==> config.mk <==
export PLATFORM = sky130hd
export DESIGN_NAME = ntm_xnor_vector_decoder
export DESIGN_NICKNAME = d
export VERILOG_FILES = /design/src/rtl/ntm_logic_pkg.sv /design/src/rtl/ntm_xnor_vector_decoder.sv
export SDC_FILE = /design/constraint.sdc
export NUM_CORES = 1
export LEC_CHECK = 0
export ABC_CLOCK_PERIOD_IN_PS = 3600
export BUFFER_PORTS_ARGS = -buffer_cell sky130_fd_sc_hd__clkbuf_2
export CORE_MARGIN = 5
export CORE_UTILIZATION = 35
export DETAILED_ROUTE_END_ITERATION = 8
export PLACE_DENSITY_LB_ADDON = 0.12
export SETUP_SLACK_MARGIN = 0.4
export SLEW_MARGIN = 10
export SYNTH_ARGS = -nofsm -noshare
export SYNTH_HDL_FRONTEND = slang
export SYNTH_SLANG_ARGS = --single-unit
==> constraint.sdc <==
create_clock -name CLK -period 3.6 [get_ports CLK]
set_input_delay 0.54 -clock CLK [delete_from_list [all_inputs] [get_ports CLK]]
set_output_delay 0.54 -clock CLK [all_outputs]
set_load 0.005 [all_outputs]
==> src/rtl/ntm_logic_pkg.sv <==
// Shared definitions for the NTM logic-gate blocks: FSM state encoding and
// common zero/one constants, sized at the widest parameter default.
package ntm_logic_pkg;

    localparam int unsigned NTM_CONST_WIDTH = 64;

    typedef enum logic [1:0] {
        STARTER_STATE = 2'd0,
        INPUT_STATE   = 2'd1,
        ENDER_STATE   = 2'd2
    } ntm_state_t;

    localparam logic [NTM_CONST_WIDTH-1:0] ZERO_DATA    = '0;
    localparam logic [NTM_CONST_WIDTH-1:0] ZERO_CONTROL = '0;
    localparam logic [NTM_CONST_WIDTH-1:0] ONE_CONTROL  = NTM_CONST_WIDTH'(1);

endpackage

==> src/rtl/ntm_xnor_vector_decoder.sv <==
// Vector XNOR decoder: pairs key/code elements arriving on independent enables
// and emits ~(key ^ code) per pair, pulsing READY once the vector is consumed.
module ntm_xnor_vector_decoder
    import ntm_logic_pkg::*;
#(
    parameter int unsigned DATA_SIZE    = 64,
    parameter int unsigned CONTROL_SIZE = 64
) (
    input  logic                    CLK,
    input  logic                    RST,

    input  logic                    START,
    output logic                    READY,
    input  logic [CONTROL_SIZE-1:0] SIZE_IN,

    output logic                    DATA_ENABLE,
    input  logic                    DATA_KEY_IN_ENABLE,
    input  logic [DATA_SIZE-1:0]    DATA_KEY_IN,
    input  logic                    DATA_CODE_IN_ENABLE,
    input  logic [DATA_SIZE-1:0]    DATA_CODE_IN,

    output logic                    DATA_OUT_ENABLE,
    output logic [DATA_SIZE-1:0]    DATA_OUT
);

    localparam logic [DATA_SIZE-1:0]    ZERO_D = DATA_SIZE'(ZERO_DATA);
    localparam logic [CONTROL_SIZE-1:0] ZERO_C = CONTROL_SIZE'(ZERO_CONTROL);
    localparam logic [CONTROL_SIZE-1:0] ONE_C  = CONTROL_SIZE'(ONE_CONTROL);

    ntm_state_t              state_q, state_d;
    logic [CONTROL_SIZE-1:0] index_q, index_d;
    logic [CONTROL_SIZE-1:0] size_q, size_d;
    logic [DATA_SIZE-1:0]    key_q, key_d;
    logic [DATA_SIZE-1:0]    code_q, code_d;
    logic                    key_flag_q, key_flag_d;
    logic                    code_flag_q, code_flag_d;
    logic                    ready_q, ready_d;
    logic                    data_enable_q, data_enable_d;
    logic                    data_out_enable_q, data_out_enable_d;
    logic [DATA_SIZE-1:0]    data_out_q, data_out_d;

    // Operand view for this cycle: a same-cycle enable takes precedence over the stored copy
    logic                    key_avail_c;
    logic                    code_avail_c;
    logic [DATA_SIZE-1:0]    key_val_c;
    logic [DATA_SIZE-1:0]    code_val_c;
    logic                    last_pair_c;

    assign key_avail_c  = key_flag_q  | DATA_KEY_IN_ENABLE;
    assign code_avail_c = code_flag_q | DATA_CODE_IN_ENABLE;
    assign key_val_c    = DATA_KEY_IN_ENABLE  ? DATA_KEY_IN  : key_q;
    assign code_val_c   = DATA_CODE_IN_ENABLE ? DATA_CODE_IN : code_q;
    assign last_pair_c  = (index_q == (size_q - ONE_C));

    // State and datapath registers
    always_ff @(posedge CLK or negedge RST) begin
        if (!RST) begin
            state_q           <= STARTER_STATE;
            index_q           <= ZERO_C;
            size_q            <= ZERO_C;
            key_q             <= ZERO_D;
            code_q            <= ZERO_D;
            key_flag_q        <= 1'b0;
            code_flag_q       <= 1'b0;
            ready_q           <= 1'b0;
            data_enable_q     <= 1'b0;
            data_out_enable_q <= 1'b0;
            data_out_q        <= ZERO_D;
        end else begin
            state_q           <= state_d;
            index_q           <= index_d;
            size_q            <= size_d;
            key_q             <= key_d;
            code_q            <= code_d;
            key_flag_q        <= key_flag_d;
            code_flag_q       <= code_flag_d;
            ready_q           <= ready_d;
            data_enable_q     <= data_enable_d;
            data_out_enable_q <= data_out_enable_d;
            data_out_q        <= data_out_d;
        end
    end

    // Next-state and output logic
    always_comb begin
        state_d           = state_q;
        index_d           = index_q;
        size_d            = size_q;
        key_d             = key_q;
        code_d            = code_q;
        key_flag_d        = key_flag_q;
        code_flag_d       = code_flag_q;
        ready_d           = 1'b0;
        data_enable_d     = data_enable_q;
        data_out_enable_d = 1'b0;
        data_out_d        = data_out_q;

        case (state_q)
            STARTER_STATE: begin
                if (START) begin
                    if (SIZE_IN == ZERO_C) begin
                        ready_d = 1'b1;
                    end else begin
                        size_d        = SIZE_IN;
                        index_d       = ZERO_C;
                        key_flag_d    = 1'b0;
                        code_flag_d   = 1'b0;
                        data_enable_d = 1'b1;
                        state_d       = INPUT_STATE;
                    end
                end
            end

            INPUT_STATE: begin
                if (DATA_KEY_IN_ENABLE) begin
                    key_d      = DATA_KEY_IN;
                    key_flag_d = 1'b1;
                end
                if (DATA_CODE_IN_ENABLE) begin
                    code_d      = DATA_CODE_IN;
                    code_flag_d = 1'b1;
                end
                if (key_avail_c && code_avail_c) begin
                    data_out_d        = ~(key_val_c ^ code_val_c);
                    data_out_enable_d = 1'b1;
                    key_flag_d        = 1'b0;
                    code_flag_d       = 1'b0;
                    if (last_pair_c) begin
                        data_enable_d = 1'b0;
                        state_d       = ENDER_STATE;
                    end else begin
                        index_d = index_q + ONE_C;
                    end
                end
            end

            ENDER_STATE: begin
                ready_d = 1'b1;
                index_d = ZERO_C;
                state_d = STARTER_STATE;
            end

            default: begin
                state_d = STARTER_STATE;
            end
        endcase
    end

    assign READY           = ready_q;
    assign DATA_ENABLE     = data_enable_q;
    assign DATA_OUT_ENABLE = data_out_enable_q;
    assign DATA_OUT        = data_out_q;

endmodule

# Word-level counts from Yosys, hierarchy flattened
# Cells that the tools add are included.
# word_totals
ff_bits	327
inputBits	197
# classes
add_sub_neg	2
n_mux	30
bitwise	5
reduce_logical	12
n_eq_ne	10
# op_table
operator	n
$mux W64	6
$pmux W64 S3	1
$add A64 B1 Y64 const B	1
$eq A64 B64 Y1	1
$logic_not A64 Y1	1
$not A64 Y64	1
$sub A64 B1 Y64 const B	1
$xor A64 B64 Y64	1
$mux W1	14
$reduce_and A4 Y1	3
$ne A2 B2 Y1 const B	5
$reduce_and A5 Y1	2
$mux W2	4
$pmux W1 S2	4
$ne A3 B3 Y1 const B	2
$pmux W2 S2	1
$reduce_and A3 Y1	1
$reduce_bool A3 Y1	1
$eq A2 B1 Y1 const B	1
$eq A2 B2 Y1 const B	1
$logic_not A2 Y1	1
$or A1 B1 Y1	2
$reduce_and A2 Y1	1
$reduce_bool A2 Y1	1
other kinds (2)	2

# Depth between registers and ports, before layout
# Gate-level depths: netlist of the first run.
# logic_depth
word_depth	5
mapped_depth	16

# Least setup slack after synthesis of the first run
# OpenSTA, ideal clock, no wires.
# synth_path
path_type	register -> register
start	register size_q[38]
end	register index_q[15]
setup_slack_ns	-0.305
synth_period_minus_slack_ns	3.905
required_time_ns	3.522
path_stages_with_launch	16
path_buffers	4
arrival_time_ns	3.827
cell_sequence	dfrtp_1 -> or4_1 -> or3_1 -> or4_1 -> buf_2 -> nor3_2 -> mux2_2 -> a211oi_1 -> nand4_1 -> o32ai_4 -> and2_1 -> buf_6 -> buf_6 -> buf_6 -> o31ai_1 -> a21oi_1
# synth_via
elab_chain_len	4
# synth_lines
element	line_no	rtl
from (decl)	ntm_xnor_vector_decoder.sv:32	logic [CONTROL_SIZE-1:0] size_q, size_d;
from (signal assigned)	ntm_xnor_vector_decoder.sv:72	size_q <= size_d;
$sub A64 B1 Y64	ntm_xnor_vector_decoder.sv:53	assign last_pair_c = (index_q == (size_q - ONE_C));
$eq A64 B64 Y1	ntm_xnor_vector_decoder.sv:53	
$ne A2 B2 Y1 (no source line)	n/a	
$reduce_and A5 Y1 (no source line)	n/a	
to (signal assigned)	ntm_xnor_vector_decoder.sv:71	index_q <= index_d;
to (decl)	ntm_xnor_vector_decoder.sv:31	logic [CONTROL_SIZE-1:0] index_q, index_d;
# Every way passes these cells.
# A chain may end at the register's enable or synchronous reset.

# Worst setup path after layout of the first run
# layout_path
start	register size_q[9]
end	register index_q[41]
# The elaborated chain is that of the path after synthesis.

==> results_dict.tcl, run 1 <==
set metrics [dict create \
    run_status "finished with violations" \
    violations "negative setup slack" \
    vias_in_the_first_global_route 15071 \
    place_area_um2 21000 \
    worstHoldPathType "in2reg" \
    static_leakage_power_nw 10.5 \
    cell_at_the_slowest_stage_of_the_critical_path "sky130_fd_sc_hd__or4_1" \
    stdcell_area_um2 23700 \
    min_tclk_post_route_ns 4.04 \
    detail_route.drc_violations 0 \
    mappedNetlistArea_um2 17600 \
    power_density_nw_per_um2 503 \
    crit_start_category "register" \
    maxCapViolations 0 \
    worstPathMaxFanout 6 \
    tritoncts_clock_tree "done" \
    clock_path_buffers 3 \
    synth_cell_type_count 70 \
    area_delta_synth_final_pct 35.0 \
    post-route-period-util_pct 112 \
    die_width_um 234 \
    antenna_violating_nets_post_route 0 \
    initialDrtViolationCount 729 \
    timing.hold.worst_endpoint "size_q[2]" \
    final-max-slew-violation-count 0 \
    number_of_rows_created_at_floorplan 82 \
    synth.yosys.seq_area_share_pct 46.6 \
    worstPathBufferInverterCount 5 \
    port_buffers 263 \
    globalRouteTotalUtil_pct 20.1 \
    number_of_cells_traversed_by_the_worst_hold_path 3 \
    antenna_violations_before_repair 8 \
    grt_first_pass_wirelength_um 86900 \
    asyncSetResetFlopFracSynth_pct 100 \
    synth.net_count 1926 \
    chip_height_um 234 \
    cts.clk_slew.worst_paths_ns 0.06 \
    overflow 0 \
    coreArea_um2 49900 \
    detail_route.vias_per_cell 5.19 \
    cts_h_tree_depth 2 \
    post-dp-hpwl_um 40200 \
    synth-edff-count 0 \
    final.setup.worst_slack_ns -0.441 \
    setup-tns-final_ns -23.00 \
    ioPinCount 264 \
    worstSkewPairLatency_ns 0.57 \
    reg2regPathDepth 16 \
    groute.layer.met3.usage_pct 5.85 \
    max-vdd-ir-drop_uv 383 \
    cp_slowest_stage_delay_ns 0.61 \
    r2r_setup_slack_ns -0.44 \
    hold_violations 0 \
    global_route.usage.met2_pct 32.7 \
    busiest_layer "met2" \
    maxClockFrequency_ghz 0.247 \
    worst_path_required_ns 4.09 \
    synth_seq_cells 327 \
    cp_data_arrival_time_ns 4.53 \
    cpMostUsedCell "sky130_fd_sc_hd__buf_4" \
    routability_cong 0.927 \
    worst_path_dominant_cell_family "simple AND/OR/NAND/NOR gates" \
    pin_count_of_the_biggest_net_entering_global_routing 101 \
    hold_start "SIZE_IN[2]" \
    globalRouteMet1Util_pct 26.0 \
    synth_ff_type "sky130_fd_sc_hd__dfrtp_1" \
    cts-buffers-inserted 42 \
    timing.slew.headroom_pct 32.1 \
    initial_util_pct 35.2 \
    drive_above_1_share_pct 37.0 \
    clock_skew_ns 0.0181 \
    post_synth_inst_count 1727 \
    nets 2361 \
    critPathKind "reg2reg" \
    clock_sink_count 327 \
    avgSynthCellArea_um2 10.2 \
    final_number_of_setup_violating_endpoints 67 \
    worst_pin_slew_ns 1.02 \
    post_drt_wl_per_cell_um 19.9 \
    cts_root_cell "sky130_fd_sc_hd__clkbuf_16" \
    first_pass_iters 5 \
    ys_warn_count 0 \
    critical_path.cell_chain "nor4_4 > buf_4 > nand4b_1 > buf_6 > buf_4 > a211oi_1 > o22ai_1 > or4_1 > nor4_1 > nand4_1 > o32ai_4 > and2_4 > buf_12 > buf_8 > o21ai_1 > a21oi_1" \
    rsz0062_at_grt "yes" \
    die_area_um2 54700 \
    r2r-start "size_q[9]" \
    timing.rr.end "index_q[41]" \
    dr_total_vias 14892 \
    setup.worst_path.end_class "register" \
    postRouteWirelength_um 57100 \
]
==> power by group <==
part | total [mW] | switching [mW] | internal, mW
logic | 2.80 | 1.47 | 1.34
registers | 4.68 | 0.416 | 4.26
clock network | 4.43 | 1.72 | 2.71
==> cells in the mapped netlist (9+ instances only) <==
master / instances / area (um^2)
sky130_fd_sc_hd__buf_1: 12 / 45.0
sky130_fd_sc_hd__dfrtp_1: 327 / 8180
sky130_fd_sc_hd__mux2i_1: 133 / 1330
sky130_fd_sc_hd__or3_1: 36 / 225
sky130_fd_sc_hd__a31oi_1: 9 / 56.3
sky130_fd_sc_hd__mux2_2: 127 / 1430
sky130_fd_sc_hd__nor3_1: 33 / 165
sky130_fd_sc_hd__and3_1: 18 / 113
sky130_fd_sc_hd__clkbuf_1: 77 / 289
sky130_fd_sc_hd__or4_1: 20 / 150
sky130_fd_sc_hd__inv_1: 14 / 52.6
sky130_fd_sc_hd__nor2_1: 68 / 255
sky130_fd_sc_hd__a21oi_1: 52 / 260
sky130_fd_sc_hd__xnor2_1: 75 / 657
sky130_fd_sc_hd__nand2b_1: 12 / 75.1
sky130_fd_sc_hd__nand2_1: 200 / 751
sky130_fd_sc_hd__nand3_1: 38 / 190
sky130_fd_sc_hd__xor2_1: 94 / 823
sky130_fd_sc_hd__nor4_1: 48 / 300
sky130_fd_sc_hd__o21ai_1: 13 / 65.1
sky130_fd_sc_hd__nand4_1: 30 / 188
sky130_fd_sc_hd__o21ai_0: 158 / 791
==> cells in the final DEF, fill, tap and decap left out, types with 11 or more instances in the layout <==
| master | count |
|---|---|
| sky130_fd_sc_hd__a21oi_1 | 34 |
| sky130_fd_sc_hd__a21oi_2 | 13 |
| sky130_fd_sc_hd__and3_1 | 18 |
| sky130_fd_sc_hd__buf_12 | 17 |
| sky130_fd_sc_hd__buf_4 | 183 |
| sky130_fd_sc_hd__buf_6 | 20 |
| sky130_fd_sc_hd__clkbuf_1 | 11 |
| sky130_fd_sc_hd__clkbuf_16 | 48 |
| sky130_fd_sc_hd__clkbuf_2 | 260 |
| sky130_fd_sc_hd__dfrtp_1 | 327 |
| sky130_fd_sc_hd__mux2_2 | 126 |
| sky130_fd_sc_hd__mux2i_1 | 133 |
| sky130_fd_sc_hd__nand2_1 | 197 |
| sky130_fd_sc_hd__nand2b_1 | 11 |
| sky130_fd_sc_hd__nand3_1 | 37 |
| sky130_fd_sc_hd__nand4_1 | 30 |
| sky130_fd_sc_hd__nor2_1 | 67 |
| sky130_fd_sc_hd__nor3_1 | 26 |
| sky130_fd_sc_hd__nor4_1 | 32 |
| sky130_fd_sc_hd__nor4_2 | 11 |
| sky130_fd_sc_hd__o21ai_0 | 148 |
| sky130_fd_sc_hd__o21ai_1 | 12 |
| sky130_fd_sc_hd__o21ai_2 | 11 |
| sky130_fd_sc_hd__or3_1 | 32 |
| sky130_fd_sc_hd__or4_1 | 12 |
| sky130_fd_sc_hd__xnor2_1 | 74 |
| sky130_fd_sc_hd__xor2_1 | 94 |
==> flip-flops by register name (all words and copies together) (netlist names) <==
register / count
key_flag_q: 1
READY: 1
code_q: 64
size_q: 64
key_q: 64
DATA_ENABLE: 1
state_q: 2
DATA_OUT: 64
DATA_OUT_ENABLE: 1
index_q: 64
code_flag_q: 1
==> logic make-up after synthesis <==
kind of cell,Yosys count,synth area share [%]
flip-flops,327,46.6
AND/OR/NAND/NOR,567,17.0
XOR/XNOR,169,8.43
multiplexers,261,15.8
buffers and inverters,115,2.69
AO/OA/AOI/OAI,286,9.37
adder cells (fa/ha/maj),2,0.143
==> per-layer routing <==
layer  up-vias  wire, um  share of wire (%)
li1       7067         -                  -
met1      7300     23900                 42
met2       397     27000                 47
met3       120      4130                7.2
met4         8      1980                3.5
met5         -        48              0.084
==> what timing repair did <==
action | CTS | global route
endpoints found under the setup margin | 67 | 67
hold buffers | 1 | 0
cloned | 2 | 7
pin swaps | 14 | 77
hold endpoints to repair | 61 | 0
resized for setup | 54 | 108
setup buffers | 10 | 11
==> through the flow <==
step,cells,hold WS [ns],setup slack [ns],utilization (%),total power [mW]
floorplan,1727,0.244,-0.223,-,5.89
global placement,2759,0.462,-0.447,42.2,7.09
detailed placement,2759,0.469,-0.517,42.2,7.14
CTS,2848,0.165,-0.278,45.9,11.8
global route,2866,0.183,-0.545,47.5,12.6
finish,2870,0.211,-0.441,47.5,11.9
==> final cells by class <==
cell class / instances / area (um^2)
diodes: 4 / 10.0
clock buffers: 64 / 1250
repair buffers: 492 / 3490
flip-flops and latches: 327 / 8180
clock inverters: 12 / 216
multi-input cells: 1285 / 9650
fillers: 4731 / 26200
inverters: 14 / 52.6
well taps: 672 / 841
==> worst reg2reg max path: cells and delay by family, from the launching register on <==
| family | cells | cell delay, ns |
|---|---|---|
| buf+inv | 5 | 0.74 |
| simple gates | 6 | 1.88 |
| compound gates | 5 | 0.94 |
| flops | 1 | 0.41 |
==> how the worst max path moves through the flow <==
stage | endpoint | cells past startpoint | startpoint | slack (ns)
global placement | index_q[55] | 16 | size_q[1] | -0.45
global route | index_q[38] | 16 | size_q[1] | -0.54
finish | index_q[41] | 16 | size_q[9] | -0.44
detailed placement | index_q[55] | 14 | size_q[37] | -0.52
CTS | index_q[17] | 12 | size_q[37] | -0.28
floorplan | index_q[15] | 15 | size_q[38] | -0.22
(Power assumes the default switching activity.)
==> inputs of run 2 (changes only) <==
--- a/config.mk
+++ b/config.mk
@@ -7,10 +7,11 @@
 export LEC_CHECK = 0
 export ABC_CLOCK_PERIOD_IN_PS = 3600
 export BUFFER_PORTS_ARGS = -buffer_cell sky130_fd_sc_hd__clkbuf_2
+export CAP_MARGIN = 20
 export CORE_MARGIN = 5
 export CORE_UTILIZATION = 35
 export DETAILED_ROUTE_END_ITERATION = 8
-export PLACE_DENSITY_LB_ADDON = 0.12
+export PLACE_DENSITY = 0.59
 export SETUP_SLACK_MARGIN = 0.4
 export SLEW_MARGIN = 10
 export SYNTH_ARGS = -nofsm -noshare
==> run 2 against run 1 <==
Effect of this change: the run still ends with negative setup slack left; clock power is 6.8% lower; global-route usage is 0.56 points lower; final cell count is 0.42% lower; count of clock-buffer cells in the layout is 5 lower; utilization is 1.1 points lower; largest power group unchanged.
==> results_dict.tcl, run 2 (same netlist as run 1, synthesis figures left out) <==
set metrics [dict create \
    run_status "finished with violations" \
    violations "negative setup slack" \
    clock_power_share_pct 35.9 \
    total_switching_power_mw 3.53 \
    ioPinCount 264 \
    routed-wl-met3_um 4770 \
    antenna_violating_nets_post_route 0 \
    reg2regPathDepth 14 \
    worst_path_required_ns 4.03 \
    hold_slack_ns 0.200 \
    pin_count_of_the_biggest_net_entering_global_routing 83 \
    detail_route.drc_violations 0 \
    static_leakage_power_nw 10.3 \
    setup.worst_path.end_class "register" \
    cts_root_cell "sky130_fd_sc_hd__clkbuf_16" \
    maxUsedRoutingLayer "met5" \
    clock_skew_ns 0.0348 \
    initialDrtViolationCount 906 \
    number_of_cells_traversed_by_the_worst_hold_path 2 \
    min_tclk_post_route_ns 3.94 \
    tritoncts_clock_tree "done" \
    p_int_mw 7.96 \
    chip_height_um 234 \
    seq_power_share_pct 40.8 \
    power_density_nw_per_um2 496 \
    initial_util_pct 35.2 \
    crit_start_category "register" \
    post-route-period-util_pct 109 \
    fin_total_pwr_mw 11.5 \
    maxCapViolations 0 \
    switching_share_pct 30.8 \
    critPathKind "reg2reg" \
    routability_cong 0.943 \
    mostFrequentLayoutCell "sky130_fd_sc_hd__dfrtp_1" \
    postRouteWirelength_um 55300 \
    overflow 0 \
    routed_metal_1_wire_length_um 23500 \
    grt_first_pass_wirelength_um 85200 \
    rsz0062_at_grt "yes" \
    worst_pin_slew_ns 1.11 \
    met2WireLength_um 25800 \
    dp_cells 2760 \
    post-dp-hpwl_um 40100 \
    power.share.combinational_pct 23.3 \
    worstSkewPairLatency_ns 0.58 \
    nets 2351 \
    coreArea_um2 49900 \
    die_area_um2 54700 \
    hold_violations 0 \
    finalNonFillerCells 2858 \
    vias_in_the_first_global_route 15038 \
    max-vdd-ir-drop_uv 489 \
    clock_sink_count 327 \
    first_pass_iters 5 \
    r2r_setup_slack_ns -0.34 \
    antenna_violations_before_repair 9 \
    cp_data_arrival_time_ns 4.36 \
    worstHoldPathType "in2reg" \
    dr_total_vias 14925 \
    worstPathMaxFanout 13 \
    cts.clk_slew.worst_paths_ns 0.06 \
    cts_h_tree_depth 2 \
    area_delta_synth_final_pct 32.0 \
    die_width_um 234 \
    detail_route.vias_per_cell 5.22 \
    globalRouteTotalUtil_pct 19.6 \
    final_number_of_setup_violating_endpoints 67 \
    clock_path_buffers 3 \
    port_buffers 263 \
    number_of_rows_created_at_floorplan 82 \
    drive_above_1_share_pct 36.1 \
    final-max-slew-violation-count 0 \
    final.setup.worst_slack_ns -0.336 \
    mostFrequentLayoutCells "sky130_fd_sc_hd__dfrtp_1 (326), sky130_fd_sc_hd__clkbuf_2 (260), sky130_fd_sc_hd__nand2_1 (197)" \
    cts-buffers-inserted 40 \
    timing.slew.headroom_pct 25.8 \
    maxClockFrequency_ghz 0.254 \
    post_drt_wl_per_cell_um 19.4 \
]
==> run 2: layout make-up <==
class | count | area (um^2)
tap | 672 | 841
multi-input combinational | 1286 | 9440
inverter | 14 | 52.6
antenna | 3 | 7.51
clock inverter | 14 | 180
timing repair buffer | 483 | 3280
clock buffer | 59 | 1180
fill | 4707 | 26700
sequential | 327 | 8180
==> run 2: power by group through the flow <==
stage	sequential [mW]	combinational, mW	clock (mW)
after floorplan	4.66	1.23	0
after global placement	4.70	2.34	0
after detailed placement	4.73	2.39	0
after CTS	4.68	2.58	4.26
after global routing	4.76	2.94	4.40
final	4.68	2.68	4.13
==> run 2: worst paths after layout <==
check,startpoint,end
min reg2reg,DATA_OUT[54],DATA_OUT[54]
max reg2reg,size_q[37],index_q[35]
max in group asynchronous,RST,size_q[11]
min,DATA_CODE_IN[52],code_q[52]
min in group asynchronous,RST,index_q[48]
max,size_q[37],index_q[35]
==> run 2: routing by layer <==
metal / GRT usage (%) / vias up
li1: - / 7052
met1: 25.8 / 7309
met2: 31.4 / 453
met3: 6.37 / 99
met4: 4.88 / 12
met5: 0 / -
==> run 2: what timing repair did <==
| item | 4_1_cts | 5_1_grt |
|---|---|---|
| setup buffers | 8 | 5 |
| endpoints found under the setup margin | 67 | 67 |
| pin swaps | 33 | 50 |
| gates cloned | 5 | 3 |
| resized for setup | 47 | 65 |
| hold buffers | 1 | 0 |
| hold endpoints to repair | 60 | 0 |
==> run 2: stage by stage <==
step / setup slack [ns] / instance area, um^2 / TNS, ns / utilization (%)
2_1_floorplan: -0.223 / 17600 / -9.11 / -
3_3_place_gp: -0.458 / 21000 / -20.06 / 42.1
3_5_place_dp: -0.452 / 21000 / -20.62 / 42.1
4_1_cts: -0.269 / 22700 / -13.13 / 45.6
5_1_grt: -0.452 / 23200 / -25.59 / 46.5
6_report: -0.336 / 23200 / -17.41 / 46.5
==> run 2: critical path, cell delays in order, from the launching register on <==
cell	delay, ns
sky130_fd_sc_hd__dfrtp_1	0.38
sky130_fd_sc_hd__or4_4	0.55
sky130_fd_sc_hd__or3_4	0.39
sky130_fd_sc_hd__or4_4	0.45
sky130_fd_sc_hd__nor3_4	0.15
sky130_fd_sc_hd__buf_6	0.13
sky130_fd_sc_hd__mux2_4	0.31
sky130_fd_sc_hd__a211oi_4	0.21
sky130_fd_sc_hd__nand4_1	0.17
sky130_fd_sc_hd__o32ai_4	0.36
sky130_fd_sc_hd__and2_4	0.24
sky130_fd_sc_hd__buf_12	0.14
sky130_fd_sc_hd__clkbuf_16	0.16
sky130_fd_sc_hd__or4_1	0.11
sky130_fd_sc_hd__a21oi_1	0.06
